File: config.mk
export PLATFORM = sky130hd
export DESIGN_NAME = cim_dot_scheduler
export DESIGN_NICKNAME = d
export VERILOG_FILES = /design/src/rtl/cim_dot_scheduler.sv
export SDC_FILE = /design/constraint.sdc
export NUM_CORES = 1
export LEC_CHECK = 0
export ABC_AREA = 1
export BUFFER_PORTS_ARGS = -buffer_cell sky130_fd_sc_hd__buf_2
export CAP_MARGIN = 20
export CORE_AREA = 2 2 153 155
export DETAILED_ROUTE_END_ITERATION = 10
export DIE_AREA = 0 0 155 157
export PLACE_DENSITY = 0.68
export SYNTH_ARGS = -nofsm -noshare
export SYNTH_HDL_FRONTEND = slang
export SYNTH_SLANG_ARGS = --single-unit
File: constraint.sdc
create_clock -name clk -period 3 [get_ports clk]
set_input_delay 0.6 -clock clk [delete_from_list [all_inputs] [get_ports clk]]
set_output_delay 0.6 -clock clk [all_outputs]
set_load 0.005 [all_outputs]
File: src/rtl/cim_dot_scheduler.sv
// ---------------------------------------------------------------------------
// cim_dot_scheduler
//
// Shares a single BF16 dot-product compute-in-memory engine among NREQ
// requesters. A round-robin arbiter picks one pending requester and latches
// its A/B operand vectors. The scheduler then pulses the engine start, times
// the fixed engine latency with a down-counter (the engine has no done flag),
// captures the 16-bit result and returns it over a valid/ready handshake.
// Only one job is ever in flight.
//
// Ports
//   clk, rst          clock, synchronous active-high reset
//   cfg_enable        gates new grants; an in-flight job always completes
//   req_valid[NREQ]   per-requester request
//   req_ready[NREQ]   one-hot accept strobe (combinational, IDLE only)
//   req_a, req_b      packed operand vectors, requester i at [i*16*SIZE +: 16*SIZE]
//   eng_start         one-cycle start pulse to the engine
//   eng_a, eng_b      latched operands, stable from ISSUE to the end of WAIT
//   eng_out           engine BF16 result, sampled in the last WAIT cycle only
//   rsp_valid[NREQ]   one-hot response valid to the granted requester
//   rsp_ready[NREQ]   per-requester response ready (only the grant's bit counts)
//   rsp_data          captured BF16 result
//   busy              high whenever the FSM is not in IDLE
//   job_count         completed response handshakes, wraps modulo 2^CNT_W
// ---------------------------------------------------------------------------
module cim_dot_scheduler #(
    parameter int NREQ       = 4,
    parameter int SIZE       = 2,
    parameter int ENGINE_LAT = 10,
    parameter int CNT_W      = 16
) (
    input  logic                   clk,
    input  logic                   rst,
    input  logic                   cfg_enable,
    input  logic [NREQ-1:0]        req_valid,
    output logic [NREQ-1:0]        req_ready,
    input  logic [NREQ*16*SIZE-1:0] req_a,
    input  logic [NREQ*16*SIZE-1:0] req_b,
    output logic                   eng_start,
    output logic [16*SIZE-1:0]     eng_a,
    output logic [16*SIZE-1:0]     eng_b,
    input  logic [15:0]            eng_out,
    output logic [NREQ-1:0]        rsp_valid,
    input  logic [NREQ-1:0]        rsp_ready,
    output logic [15:0]            rsp_data,
    output logic                   busy,
    output logic [CNT_W-1:0]       job_count
);

    localparam int VW    = 16 * SIZE;
    localparam int IDX_W = (NREQ > 1) ? $clog2(NREQ) : 1;
    localparam int LAT_W = $clog2(ENGINE_LAT + 1);

    typedef enum logic [1:0] {
        S_IDLE,
        S_ISSUE,
        S_WAIT,
        S_RESP
    } state_t;

    state_t             state_q, state_d;
    logic [IDX_W-1:0]   last_grant_q, last_grant_d;
    logic [IDX_W-1:0]   grant_q, grant_d;
    logic [LAT_W-1:0]   cnt_q, cnt_d;
    logic [VW-1:0]      eng_a_q, eng_a_d;
    logic [VW-1:0]      eng_b_q, eng_b_d;
    logic [15:0]        rsp_data_q, rsp_data_d;
    logic [CNT_W-1:0]   job_count_q, job_count_d;

    // Per-requester operand slices, unpacked for easy selection by index.
    logic [VW-1:0]      a_slice [NREQ];
    logic [VW-1:0]      b_slice [NREQ];

    generate
        for (genvar gi = 0; gi < NREQ; gi++) begin : g_slice
            assign a_slice[gi] = req_a[gi*VW +: VW];
            assign b_slice[gi] = req_b[gi*VW +: VW];
        end
    endgenerate

    // -----------------------------------------------------------------------
    // Round-robin pick: scan last_grant+1, last_grant+2, ... modulo NREQ and
    // take the first requester with req_valid set.
    // -----------------------------------------------------------------------
    logic               pick_found;
    logic [IDX_W-1:0]   pick_idx;
    int                 cand;

    always_comb begin
        pick_found = 1'b0;
        pick_idx   = '0;
        cand       = 0;
        for (int k = 1; k <= NREQ; k++) begin
            cand = (int'(last_grant_q) + k) % NREQ;
            if (!pick_found && req_valid[IDX_W'(cand)]) begin
                pick_found = 1'b1;
                pick_idx   = IDX_W'(cand);
            end
        end
    end

    logic accept;
    logic rsp_handshake;

    assign accept        = (state_q == S_IDLE) && cfg_enable && pick_found;
    assign rsp_handshake = (state_q == S_RESP) && rsp_ready[grant_q];

    // -----------------------------------------------------------------------
    // Next-state and datapath-next logic
    // -----------------------------------------------------------------------
    always_comb begin
        state_d      = state_q;
        last_grant_d = last_grant_q;
        grant_d      = grant_q;
        cnt_d        = cnt_q;
        eng_a_d      = eng_a_q;
        eng_b_d      = eng_b_q;
        rsp_data_d   = rsp_data_q;
        job_count_d  = job_count_q;

        unique case (state_q)
            S_IDLE: begin
                if (accept) begin
                    eng_a_d = a_slice[pick_idx];
                    eng_b_d = b_slice[pick_idx];
                    grant_d = pick_idx;
                    state_d = S_ISSUE;
                end
            end
            S_ISSUE: begin
                cnt_d   = LAT_W'(ENGINE_LAT);
                state_d = S_WAIT;
            end
            S_WAIT: begin
                cnt_d = cnt_q - LAT_W'(1);
                // Counter reaching 1 marks the cycle the engine output is valid.
                if (cnt_q == LAT_W'(1)) begin
                    rsp_data_d = eng_out;
                    state_d    = S_RESP;
                end
            end
            S_RESP: begin
                if (rsp_handshake) begin
                    // Fairness pointer only advances once the job is delivered.
                    last_grant_d = grant_q;
                    job_count_d  = job_count_q + CNT_W'(1);
                    state_d      = S_IDLE;
                end
            end
            default: begin
                state_d = S_IDLE;
            end
        endcase
    end

    // -----------------------------------------------------------------------
    // State registers
    // -----------------------------------------------------------------------
    always_ff @(posedge clk) begin
        if (rst) begin
            state_q      <= S_IDLE;
            last_grant_q <= IDX_W'(NREQ - 1);
            grant_q      <= '0;
            cnt_q        <= '0;
            eng_a_q      <= '0;
            eng_b_q      <= '0;
            rsp_data_q   <= '0;
            job_count_q  <= '0;
        end else begin
            state_q      <= state_d;
            last_grant_q <= last_grant_d;
            grant_q      <= grant_d;
            cnt_q        <= cnt_d;
            eng_a_q      <= eng_a_d;
            eng_b_q      <= eng_b_d;
            rsp_data_q   <= rsp_data_d;
            job_count_q  <= job_count_d;
        end
    end

    // -----------------------------------------------------------------------
    // Outputs
    // -----------------------------------------------------------------------
    generate
        for (genvar gi = 0; gi < NREQ; gi++) begin : g_onehot
            assign req_ready[gi] = accept && (pick_idx == IDX_W'(gi));
            assign rsp_valid[gi] = (state_q == S_RESP) && (grant_q == IDX_W'(gi));
        end
    endgenerate

    assign eng_start = (state_q == S_ISSUE);
    assign eng_a     = eng_a_q;
    assign eng_b     = eng_b_q;
    assign rsp_data  = rsp_data_q;
    assign busy      = (state_q != S_IDLE);
    assign job_count = job_count_q;

endmodule

# [Word-level counts from Yosys, hierarchy flattened]
# Cells that the tools add are included.
[totals] word_cells=93 register_bits=106 inputBits=283 output_inout_bits=106
[classes] reduce_logical=26 n_eq_ne=13 muxes=33 bitwise_logic=1 n_lt_le_gt_ge=6 n_addsub=6
[op_table] op="binary-select mux 32 bit (select 2 bit)" count=2
[op_table] op="2-to-1 mux 32 bit" count=4
[op_table] op="adder 16 x 1 -> 16 bit, second input constant" count=1
[op_table] op="less-than comparator 2 x 4 -> 1 bit, second input constant" count=4
[op_table] op="logical AND 1 bit" count=14
[op_table] op="2-to-1 mux 2 bit" count=7
[op_table] op="2-to-1 mux 1 bit" count=13
[op_table] op="equality test 2 bit, second input constant" count=6
[op_table] op="binary-select mux 1 bit (select 2 bit)" count=5
[op_table] op="one-hot mux 2 bit (4 select lines)" count=1
[op_table] op="one-hot mux 4 bit (2 select lines)" count=1
[op_table] op="equality test 2 x 1 -> 1 bit, second input constant" count=3
[op_table] op="zero test 2 bit" count=3
[op_table] op="!= test 2 bit, second input constant" count=3
[op_table] op="AND reduction 2 bit" count=3
[op_table] op="adder 2 x 1 -> 2 bit, second input constant" count=2
[op_table] op="adder 2 bit, second input constant" count=2
[op_table] op="equality test 4 x 1 -> 1 bit, second input constant" count=1
[op_table] op="nonzero test 2 bit" count=2
[op_table] op="subtractor 4 x 1 -> 4 bit, second input constant" count=1
[op_table] op="greater-or-equal comparator 3 bit, second input constant" count=1
[op_table] op="zero test 1 bit" count=3
[op_table] op="less-than comparator 2 x 3 -> 1 bit, second input constant" count=1
[op_table] op="inverter 2 -> 3 bit" count=1
[op_table] op="AND reduction 3 bit" count=1

# [Logic depth before layout (Yosys ltp)]
# Gate-level depths: netlist of run 1.
[depth] word_depth=18 ltp_mapped=16 mapped_depth_nobuf=14

# [Least setup slack after synthesis of run 1]
# OpenSTA, ideal clock, no wires.
[synth_timing] kind="input-to-output" start="input req_valid[2]" end="output req_ready[1]" t_arrival_ns=1.672 n_path_buf=1 required_time_ns=2.400 path_stages=9 setup_slack_ns=0.728 path_cell_list="nand2_1 -> nand2_1 -> nand2_1 -> a21boi_2 -> nand3_2 -> nor2_2 -> inv_1 -> buf_2 -> nor2_1"
[synth_between] elab_chain_cells=15 elab_cells_between_ends=29 cone_classes="eq/ne (1); mux (20); reduce/logical (8)"
[synth_rtl] item="from (decl)" line="35" source="input logic [NREQ-1:0] req_valid,"
[synth_rtl] item="binary-select mux 1 bit (select 2 bit)" line="95" source="if (!pick_found && req_valid[IDX_W'(cand)]) begin"
[synth_rtl] item="2-to-1 mux 1 bit (not written as such) (2 in a row)" line="95"
[synth_rtl] item="2-to-1 mux 1 bit" line="95"
[synth_rtl] item="zero test 1 bit" line="95"
[synth_rtl] item="logical AND 1 bit" line="95"
[synth_rtl] item="2-to-1 mux 1 bit" line="95"
[synth_rtl] item="zero test 1 bit" line="95"
[synth_rtl] item="logical AND 1 bit" line="95"
[synth_rtl] item="2-to-1 mux 1 bit" line="95"
[synth_rtl] item="zero test 1 bit" line="95"
[synth_rtl] item="logical AND 1 bit" line="95"
[synth_rtl] item="2-to-1 mux 2 bit or 2-to-1 mux 1 bit (tied branches)" line="95"
[synth_rtl] item="equality test 2 x 1 -> 1 bit or logical AND 1 bit (tied branches)" line="186, 105"
[synth_rtl] item="logical AND 1 bit *" line="186" source="assign req_ready[gi] = accept && (pick_idx == IDX_W'(gi));"
[synth_rtl] item="to (decl)" line="36" source="output logic [NREQ-1:0] req_ready,"
# Every way passes the cells marked *; elsewhere a longest branch is shown, timed or not. The select of a mux whose other input is x is not followed.

# [Worst setup path after layout of run 1]
[layout_timing] start="register last_grant_q[1]" end="output req_ready[1]"
[layout_between] elab_chain_cells=16 elab_cells_between_ends=33 cone_classes="add/sub (4); eq/ne (1); mux (20); reduce/logical (8)"
[layout_rtl] item="from (decl)" line="62" source="logic [IDX_W-1:0] last_grant_q, last_grant_d;"
[layout_rtl] item="from (signal assigned)" line="162" source="last_grant_q <= IDX_W'(NREQ - 1);"
[layout_rtl] item="from (signal assigned)" line="171" source="last_grant_q <= last_grant_d;"
[layout_rtl] item="adder 2 x 1 -> 2 bit" line="94" source="cand = (int'(last_grant_q) + k) % NREQ;"
[layout_rtl] item="binary-select mux 1 bit (select 2 bit)" line="95"
[layout_rtl] item="2-to-1 mux 1 bit (not written as such) (2 in a row)" line="95"
[layout_rtl] item="2-to-1 mux 1 bit" line="95"
[layout_rtl] item="zero test 1 bit" line="95"
[layout_rtl] item="logical AND 1 bit" line="95"
[layout_rtl] item="2-to-1 mux 1 bit" line="95"
[layout_rtl] item="zero test 1 bit" line="95"
[layout_rtl] item="logical AND 1 bit" line="95"
[layout_rtl] item="2-to-1 mux 1 bit" line="95"
[layout_rtl] item="zero test 1 bit" line="95"
[layout_rtl] item="logical AND 1 bit" line="95"
[layout_rtl] item="2-to-1 mux 2 bit or 2-to-1 mux 1 bit (tied branches)" line="95"
[layout_rtl] item="equality test 2 x 1 -> 1 bit or logical AND 1 bit (tied branches)" line="186, 105"
[layout_rtl] item="logical AND 1 bit *" line="186"
# Marks and branches as above.

==> run summary, run 1 <==
first-pass GRT wire length: 40200 um
Site Rows: 55
Routability Congestion: 0.901
Worst-Skew Late Latency: 370 ps
Post-Route Setup TNS: 0 ps
Crit Path Category: flip-flop to output port
dpl hpwl: 19000 um
Initial Util: 32.8%
Seq pwr share: 30.8%
syn_area_per_cell: 5.85 um^2
CTS tree: done
final setup fails: 0
initial antenna violation count: 3
Hold Vio Cnt, Final: 0
Most Frequent Cell on Critical Path: nand2_1
Crit-path slowest cell: dfxtp_1
internal power: 3.44 mW
ys async rst share: 0%
Worst Path Max Fanout: 11
RSZ-0062 raised after global routing: false
# DRC: 0
final wirelength: 25700 um
number of I/O port buffers: 388
post_cts resized: 0
layout cells sized above 1: 28.0%
die area: 24300 um^2
sequential area share after synthesis: 28.8%
I/O pins: 389
root buffer cell: clkbuf_16
wire length per cell: 13.6 um
Max VDD drop: 0.295 mV
Post-CTS Setup Inserts: 0
Yosys warning count: 0
Yosys cell types: 34
Fmax: 356 MHz
status: complete, no violations
CTS buffer count: 9
multi-input logic area: 3930 um^2
Overflow after GRT: 0
Worst Path Arrival: 2210 ps
part of the cycle the worst path needs: 93.7%
Die X: 155 um
Fill cells: 2454
sw power: 2.72 mW
nets@finish: 1893
Slew headroom: 64.3%
slew at the pin closest to its max-slew limit: 535 ps
Comb power frac: 48.6%
CP peak stage delay: 510 ps
Syn Nets: 1551
H-Tree Depth: 3
Sequential Area: 2120 um^2
via count: 8872
Netlist Area Pre-Place: 7370 um^2
main flop type after synthesis: dfxtp_1
Pwr Density: 631 nW/um^2
fin. max-slew vios: 0
via/cell ratio: 4.68
largest net degree at the start of global routing: 101
final period demand of the worst path: 2810 ps
Overall Global Routing Usage: 20.4%
core area: 22500 um^2
Cell Chain, Critical Path: inv_2, nand2_1, nand2_1, nand2_2, nand2_1, nor2_1, nand2_1, nand2_4, nand2_4, inv_1, nor2_1, buf_2
CP required: 2400 ps
Hold-fix buffers, CTS: 0
synthesis-to-layout area growth: 32.4%
DR iter-0 viols: 475
Setup crit end kind: output port
vias in the first global route: 8149
Cells after Synth: 1261
leak pwr: 5.78 nW
Min-Delay Path Class: flip-flop to flip-flop
Die H: 157 um
ANT nets after route: 0
largest buffer count on any clock path: 2
Startpoint Class: flip-flop
Maximum Capacitance Violations: 0
Sw Share: 44.1%
WHS: 447 ps
clk sinks: 106
DR pass1 iterations: 4
Clk pwr share: 20.6%
EDFF count, synth: 0
Clock transition at path regs: 90 ps
clk_skew: 10.3 ps
#FFs+latches synth: 106
-- cell usage in the layout, fill, tap and decap left out, types with 2 or more instances in the layout --
cell type,n
nand2_4,5
nand3_2,10
inv_2,4
clkinv_8,3
buf_2,388
nand2_2,4
nor4_1,2
a21oi_1,36
nand2_1,335
nor3_1,11
o211ai_1,2
nand4_1,4
o21ai_0,28
nand3_1,215
clkbuf_16,9
nor3b_1,3
inv_1,240
buf_12,3
ha_1,7
nand3b_1,46
dfxtp_1,106
o21a_1,2
nor2_1,115
buf_4,15
inv_6,2
-- synthesized netlist by cell type (11+ instances only) --
cell | instances | area share (%)
a21oi_1 | 36 | 2.4
buf_2 | 28 | 1.9
clkbuf_1 | 23 | 1.2
dfxtp_1 | 106 | 29
inv_1 | 241 | 12
nand2_1 | 336 | 17
nand3_1 | 215 | 15
nand3b_1 | 46 | 4.7
nor2_1 | 115 | 5.9
nor3_1 | 11 | 0.75
o21ai_0 | 28 | 1.9
-- stage by stage --
step                instance area, um^2  instances  total power [mW]  util, %  worst slack (ps)
floorplan                          7370       1261              3.97        -               728
global placement                   9440       1877              4.90     42.0               397
detailed placement                 9440       1877              4.94     42.0               348
CTS                                9760       1893              6.24     43.4               181
global route                       9760       1893              6.70     43.4              15.1
finish                             9760       1894              6.16     43.4               188
-- logic make-up after synthesis --
group	count (synthesis)	share of synthesized area, %
flip-flops	106	28.8
AO/OA/AOI/OAI	73	5.34
XOR/XNOR	1	0.119
AND/OR/NAND/NOR	754	46.3
buffers and inverters	320	18.3
adder cells (fa/ha/maj)	7	1.19
-- cell type report --
type | instances | share of cell area (%)
Timing Repair Buffer | 406 | 21.7
Clock inverter | 7 | 0.936
Antenna cell | 1 | 0.0256
Tap cell | 285 | 3.65
Inverter | 245 | 9.45
Sequential cell | 106 | 21.7
Clock buffer | 9 | 2.31
Multi-Input combinational cell | 835 | 40.2
-- per-layer routing --
metal | up-vias | track usage (%) | part of all wire, %
met5 | - | 0 | 0.093
met4 | 4 | 7.32 | 2.9
met3 | 54 | 4.49 | 6.9
met2 | 333 | 36.2 | 47
met1 | 3934 | 24.3 | 43
li1 | 4547 | - | -
-- state kept, by name (all words and copies together) (netlist names) --
register and count:
job_count 16, cnt_q 4, eng_b 32, last_grant_q 2
grant_q 2, state_q 2, eng_a 32, rsp_data 16
-- final timing paths --
check	slack [ps]	startpoint	cells past startpoint	endpoint
min	450	rsp_data[6]$_SDFFE_PP0P_	2	rsp_data[6]$_SDFFE_PP0P_
min reg2reg	450	rsp_data[6]$_SDFFE_PP0P_	2	rsp_data[6]$_SDFFE_PP0P_
max reg2reg	580	last_grant_q[0]$_SDFFE_PP1P_	14	eng_a[26]$_SDFFE_PP0P_
max	190	last_grant_q[1]$_SDFFE_PP1P_	12	req_ready[1]
-- power groups by stage --
stage	clock network [mW]	registers, mW	logic [mW]
floorplan	0	1.92	2.04
global placement	0	1.92	2.98
detailed placement	0	1.92	3.02
CTS	1.32	1.89	3.03
global route	1.37	1.93	3.40
finish	1.27	1.89	2.99
-- worst max-delay path, delay by kind of cell, from the launching register on --
kind	cells	cell delay [ps]
buffers and inverters	3	540
and+or+nand+nor	9	800
DFF	1	510
Power figures use the tool's default switching activity.
==> run 2: changes to the inputs <==
--- a/config.mk
+++ b/config.mk
@@ -9,6 +9,7 @@
 export BUFFER_PORTS_ARGS = -buffer_cell sky130_fd_sc_hd__buf_2
 export CAP_MARGIN = 20
 export CORE_AREA = 2 2 153 155
+export CTS_BUF_LIST = sky130_fd_sc_hd__clkbuf_8
 export DETAILED_ROUTE_END_ITERATION = 10
 export DIE_AREA = 0 0 155 157
 export PLACE_DENSITY = 0.68
==> run summary, run 2 (synthesized netlist as in run 1, its figures left out) <==
vias in the first global route: 8152 (+0.037%)
leak pwr: 5.74 nW (-0.79%)
Slew headroom: 65.0% (+0.64 points)
Clock transition at path regs: 130 ps (+40 ps)
Overall Global Routing Usage: 20.4% (-0.023 points)
cell total after placement: 1877 (unchanged)
CP peak stage delay: 340 ps (-170 ps)
DR iter-0 viols: 468 (-1.5%)
Die X: 155 um (unchanged)
Min-Delay Path Class: flip-flop to flip-flop
die area: 24300 um^2 (unchanged)
Worst Path Arrival: 2180 ps (-30 ps)
nets@finish: 1894 (+0.053%)
final period demand of the worst path: 2780 ps (-35.9 ps)
most frequent cells in the layout: buf_2 (388), nand2_1 (335), inv_1 (239), nand3_1 (215), nor2_1 (115)
first-pass GRT wire length: 40200 um (about the same)
number of I/O port buffers: 388 (unchanged)
ANT nets after route: 0 (unchanged)
Worst-Skew Late Latency: 390 ps (+20 ps)
Final Power: 5.87 mW (-4.6%)
# DRC: 0 (unchanged)
synthesis-to-layout area growth: 31.2%
Fmax: 360 MHz (+1.3%)
fin util: 43.0% (-0.39 points)
Startpoint Class: flip-flop
Crit Path Category: flip-flop to output port
Crit-path slowest cell: dfxtp_1
clk sinks: 106 (unchanged)
Routability Congestion: 0.901 (unchanged)
wire length per cell: 13.5 um (-0.13%)
Max VDD drop: 0.385 mV (+30%)
Place WS: 348 ps (unchanged)
Die H: 157 um (unchanged)
final setup fails: 0 (unchanged)
Worst Path Max Fanout: 14 (+3)
DR pass1 iterations: 5 (+1)
via/cell ratio: 4.67 (-0.31%)
H-Tree Depth: 3 (unchanged)
I/O pins: 389 (unchanged)
Overflow after GRT: 0 (unchanged)
CTS tree: done
via count: 8849 (-0.26%)
RR Startpoint: last_grant_q[0]$_SDFFE_PP1P_
root buffer cell: clkbuf_8
Initial Util: 32.8% (unchanged)
CP Buf/Inv Count: 3 (unchanged)
fin cells: 1895 (+0.053%)
delay-heaviest family, CP: simple AND/OR/NAND/NOR gates
CTS buffer count: 9 (unchanged)
Pwr Density: 607 nW/um^2 (-3.7%)
status: complete, no violations
Worst Setup EP: req_ready[2]
Fill cells: 2466 (+0.49%)
layout cells sized above 1: 28.2% (+0.17 points)
core area: 22500 um^2 (unchanged)
largest buffer count on any clock path: 2 (unchanged)
Maximum Capacitance Violations: 0 (unchanged)
crit path from: last_grant_q[0]$_SDFFE_PP1P_
r2r setup slk: 580 ps (about the same)
slew at the pin closest to its max-slew limit: 525 ps (-9.64 ps)
final wirelength: 25700 um (about the same)
CP required: 2400 ps (about the same)
dpl hpwl: 19000 um (unchanged)
fin. max-slew vios: 0 (unchanged)
clk_skew: 13.1 ps (+2.78 ps)
Setup crit end kind: output port
R2R Path End: eng_a[26]$_SDFFE_PP0P_
CP Depth: 10 (-2)
Final WS setup: 224 ps (+35.9 ps)
Cell Chain, Critical Path: buf_4, nand2_1, nand2_1, nor2_2, nand4_1, nand3_2, buf_4, nand2_4, nor2_1, buf_2
RSZ-0062 raised after global routing: false
Hold Vio Cnt, Final: 0 (unchanged)
Hold-fix buffers, CTS: 0 (unchanged)
largest net degree at the start of global routing: 101 (unchanged)
Post-Route Setup TNS: 0 ps (unchanged)
Site Rows: 55 (unchanged)
most common cell after layout, fill and taps aside: buf_2
initial antenna violation count: 3 (unchanged)
part of the cycle the worst path needs: 92.5% (-1.2 points)
R2R depth: 14 (unchanged)
run 2: worst register-to-register path, delay by kind of cell, from the launching register on:
kind,cells,cell delay [ps]
buffers and inverters,5,920
DFF,1,340
and+or+nand+nor,9,1130
run 2: metrics by stage:
stage / area (um^2) / hold slack [ps]
floorplan: 7370 / 440
global placement: 9440 / 429
detailed placement: 9440 / 436
CTS: 9660 / 437
global route: 9670 / 446
finish: 9670 / 452
run 2: worst min-delay path by stage:
| stage | startpoint | to | depth (start not counted) |
|---|---|---|---|
| 2_1_floorplan | rsp_data[10]$_SDFFE_PP0P_ | rsp_data[10]$_SDFFE_PP0P_ | 2 |
| 3_3_place_gp | rsp_data[13]$_SDFFE_PP0P_ | rsp_data[13]$_SDFFE_PP0P_ | 2 |
| 3_5_place_dp | rsp_data[6]$_SDFFE_PP0P_ | rsp_data[6]$_SDFFE_PP0P_ | 2 |
| 4_1_cts | eng_out[9] | rsp_data[9]$_SDFFE_PP0P_ | 3 |
| 5_1_grt | eng_out[9] | rsp_data[9]$_SDFFE_PP0P_ | 3 |
| 6_report | rsp_data[6]$_SDFFE_PP0P_ | rsp_data[6]$_SDFFE_PP0P_ | 2 |
run 2: timing repair:
item / CTS / global route
resized for setup: 0 / 2
setup endpoints to repair: 0 / 2
buffers inserted: 0 / 1
run 2: where the power goes:
| part | leakage [nW] | total (mW) | internal (mW) | switching [mW] |
|---|---|---|---|---|
| Clock | 0.106 | 0.971 | 0.343 | 0.628 |
| Combinational | 4.77 | 3.01 | 1.13 | 1.88 |
| Sequential | 0.866 | 1.89 | 1.71 | 0.179 |
run 2: layer usage:
layer | track usage [%] | routed length, um | share of wire (%) | vias up
li1 | - | - | - | 4547
met1 | 24.5 | 11100 | 43 | 3932
met2 | 36.1 | 12200 | 48 | 314
met3 | 4.16 | 1670 | 6.5 | 52
met4 | 7.54 | 699 | 2.7 | 4
met5 | 0 | 20 | 0.078 | -
run 2: layout make-up:
class | count | area, um^2 | area share [%]
clock inverter | 7 | 91.3 | 0.944
antenna | 1 | 2.50 | 0.0259
tap | 285 | 357 | 3.69
multi-input combinational | 835 | 3930 | 40.6
sequential | 106 | 2120 | 22.0
timing repair buffer | 407 | 2120 | 21.9
clock buffer | 9 | 124 | 1.28
inverter | 245 | 926 | 9.57
==> run 3: changes to the inputs <==
==> config.mk (replaced) <==
export PLATFORM = sky130hd
export DESIGN_NAME = cim_dot_scheduler
export DESIGN_NICKNAME = d
export VERILOG_FILES = /design/src/rtl/cim_dot_scheduler.sv
export SDC_FILE = /design/constraint.sdc
export NUM_CORES = 1
export LEC_CHECK = 0
export ABC_AREA = 0
export BUFFER_PORTS_ARGS = -buffer_cell sky130_fd_sc_hd__buf_2
export CORE_AREA = 2 2 152 154
export CTS_BUF_LIST = sky130_fd_sc_hd__clkbuf_8
export DETAILED_ROUTE_END_ITERATION = 10
export DIE_AREA = 0 0 154 156
export PLACE_DENSITY = 0.61
export SYNTH_ARGS = -nofsm -noshare
export SYNTH_HDL_FRONTEND = slang
export SYNTH_SLANG_ARGS = --single-unit
==> run summary, run 3 <==
number of I/O port buffers: 388 (unchanged)
largest family of logic cells by synthesized area: multiplexers
final setup fails: 0 (unchanged)
Startpoint Class: flip-flop
most common cell after layout, fill and taps aside: buf_2
initial antenna violation count: 1 (-2)
fin. max-slew vios: 0 (unchanged)
Overflow after GRT: 0 (unchanged)
EDFF count, synth: 0 (unchanged)
largest buffer count on any clock path: 2 (unchanged)
most frequent cells in the layout: buf_2 (388), mux2i_1 (116), dfxtp_1 (106), nand2_1 (86), o221ai_1 (40)
Cell Area, Placed: 7950 um^2 (-16%)
Post-Route Setup TNS: 0 ps (unchanged)
post_cts resized: 0 (unchanged)
part of the cycle the worst path needs: 87.2% (-5.3 points)
ANT nets after route: 0 (unchanged)
Worst Path Max Fanout: 17 (+3)
#FFs+latches synth: 106 (unchanged)
syn_area_per_cell: 9.27 um^2 (+59%)
Post-synth top cells: mux2i_1 (116), dfxtp_1 (106), nand2_1 (86)
Area contributors post-synth: dfxtp_1 (37%), mux2i_1 (20%), o221ai_1 (6.1%)
# DRC: 0 (unchanged)
H-Tree Depth: 3 (unchanged)
clk_skew: 14.0 ps (+0.845 ps)
Syn Nets: 909 (-41%)
RR Startpoint: last_grant_q[1]$_SDFFE_PP1P_
cell taking the most area after synthesis: dfxtp_1
R2R Path End: eng_b[4]$_SDFFE_PP0P_
Cells after Synth: 619 (-51%)
CTS buffer count: 9 (unchanged)
Crit Path Category: flip-flop to output port
Compound-Gate Fraction of Synth Area: 18.4% (+13 points)
Site Rows: 55 (unchanged)
layout cells sized above 1: 44.4% (+16 points)
Slew headroom: 56.9% (-8.1 points)
synthesis-to-layout area growth: 42.3%
Clock transition at path regs: 110 ps (-20 ps)
multi-input logic area: 3370 um^2 (-14%)
Synth Area in Adders: 1.53% (+0.34 points)
worst hold start: eng_out[0]
vias in the first global route: 5835 (-28%)
CP required: 2400 ps (about the same)
R2R depth: 5 (-9)
Routability Congestion: 0.832 (-7.6%)
Min-Delay Path Class: input pin to flip-flop
DR pass1 iterations: 4 (-1)
internal power: 2.78 mW (-13%)
XOR/XNOR Fraction of Synth Area: 2.29% (+2.2 points)
fin cells: 1271 (-33%)
Hold Vio Cnt, Final: 0 (unchanged)
CP Depth: 7 (-3)
sw power: 1.55 mW (-42%)
crit path from: state_q[0]$_SDFFE_PP0P_
Setup crit end kind: output port
largest net degree at the start of global routing: 64 (-37%)
Worst-Skew Late Latency: 380 ps (about the same)
final instance area: 8170 um^2 (-16%)
Fmax: 382 MHz (+6.1%)
slew at the pin closest to its max-slew limit: 645 ps (+120 ps)
core area: 22400 um^2 (-0.61%)
Max VDD drop: 0.183 mV (-52%)
Simple-Gate Fraction of Synth Area: 15.4% (-31 points)
Sw Share: 35.9% (-9.9 points)
clk sinks: 106 (unchanged)
antenna fix cells: 0 (-1)
count leader, synth: mux2i_1
Maximum Capacitance Violations: 0 (unchanged)
Cell Chain, Critical Path: inv_1, ha_1, nand2_1, a21o_1, a31o_2, nor2_1, buf_2
CP Buf/Inv Count: 2 (-1)
status: complete, no violations
via count: 6038 (-32%)
Hold-fix buffers, CTS: 0 (unchanged)
Crit-path slowest cell: dfxtp_1
nets@finish: 1271 (-33%)
Post-CTS Setup Inserts: 0 (unchanged)
Sequential Area: 2120 um^2 (about the same)
Die X: 154 um (-0.65%)
die area: 24000 um^2 (-1.3%)
ys async rst share: 0% (unchanged)
main flop type after synthesis: dfxtp_1
Yosys top cell area share: 37.0% (+8.2 points)
CTS tree: done
I/O pins: 389 (unchanged)
mux share of post-synthesis cell area: 20.6% (+21 points)
delay-heaviest family, CP: compound AO/OA/AOI/OAI gates
Comb power frac: 35.8% (-15 points)
CP peak stage delay: 350 ps (about the same)
Initial Util: 25.7% (-7.1 points)
first-pass GRT wire length: 31400 um (-22%)
Worst Setup EP: req_ready[0]
dpl hpwl: 16000 um (-16%)
Fill cells: 2341 (-5.1%)
Pwr Density: 530 nW/um^2 (-13%)
Yosys warning count: 0 (unchanged)
Clk pwr share: 22.8% (+6.3 points)
root buffer cell: clkbuf_8
Yosys cell types: 43 (+26%)
sequential area share after synthesis: 37.0% (+8.2 points)
cell total after placement: 1255 (-33%)
Seq pwr share: 41.5% (+9.2 points)
via/cell ratio: 4.75 (+1.7%)
Netlist Area Pre-Place: 5740 um^2 (-22%)
Die H: 156 um (-0.64%)
Worst Path Arrival: 2020 ps (-160 ps)
Overall Global Routing Usage: 16.5% (-3.9 points)
leak pwr: 4.06 nW (-29%)
RSZ-0062 raised after global routing: false
r2r setup slk: 750 ps (+170 ps)
wire length per cell: 16.2 um (+19%)
final wirelength: 20500 um (-20%)
DR iter-0 viols: 280 (-40%)
final period demand of the worst path: 2620 ps (-159 ps)
-- run 3: logic make-up (layout without fill, tap and decap cells) --
kind of cell / count (synthesis) / in the layout
adders and majority gates: 7 / 7
xor gates and xnor gates: 15 / 15
muxes: 117 / 117
buffers and inverters: 59 / 426
AOI/OAI and AO/OA: 130 / 130
and+or+nand+nor: 185 / 185
DFF: 106 / 106
-- run 3: power groups by stage --
stage | Clock [mW] | Sequential, mW | Combinational [mW]
detailed placement | 0 | 1.82 | 1.57
global route | 1.09 | 1.83 | 1.71
finish | 0.985 | 1.79 | 1.55
floorplan | 0 | 1.82 | 0.869
global placement | 0 | 1.82 | 1.56
CTS | 1.04 | 1.80 | 1.58
-- run 3: cell type report --
cell class | instances | area share [%]
multi-input combinational | 454 | 41.2
inverter | 7 | 0.322
sequential | 106 | 26.0
clock buffer | 9 | 1.52
tap | 285 | 4.37
timing repair buffer | 403 | 25.5
clock inverter | 7 | 1.12
-- run 3: routing by layer --
metal,up-vias,share of wire (%),track usage (%)
li1,3012,-,-
met1,2760,42,19.5
met2,244,49,28.8
met3,20,7.7,5.14
met4,2,1.9,4.67
met5,-,0.049,0
-- run 3: worst min path at each step --
stage                                      endpoint  slack, ps  cells after the start
after floorplan            rsp_data[0]$_SDFFE_PP0P_        450                      2
after global placement       eng_b[17]$_SDFFE_PP0P_        440                      2
after detailed placement  rsp_data[10]$_SDFFE_PP0P_        450                      2
after CTS                  rsp_data[7]$_SDFFE_PP0P_        400                      3
after global routing      rsp_data[15]$_SDFFE_PP0P_        390                      3
final                      rsp_data[0]$_SDFFE_PP0P_        430                      3
-- run 3: through the flow --
stage | worst slack [ps] | util, % | power (mW) | hold WS, ps
5_1_grt | 193 | 36.5 | 4.63 | 391
3_3_place_gp | 599 | 35.5 | 3.38 | 439
4_1_cts | 328 | 36.5 | 4.41 | 395
6_report | 383 | 36.5 | 4.33 | 434
3_5_place_dp | 552 | 35.5 | 3.39 | 446
2_1_floorplan | 625 | - | 2.69 | 453
-- run 3: worst reg2reg max path: cells and delay by family (launching register included) --
family	cells	cell delay (ps)
multiplexers	1	260
flip-flops	1	470
AND/OR/NAND/NOR	2	990
AO/OA/AOI/OAI	2	450
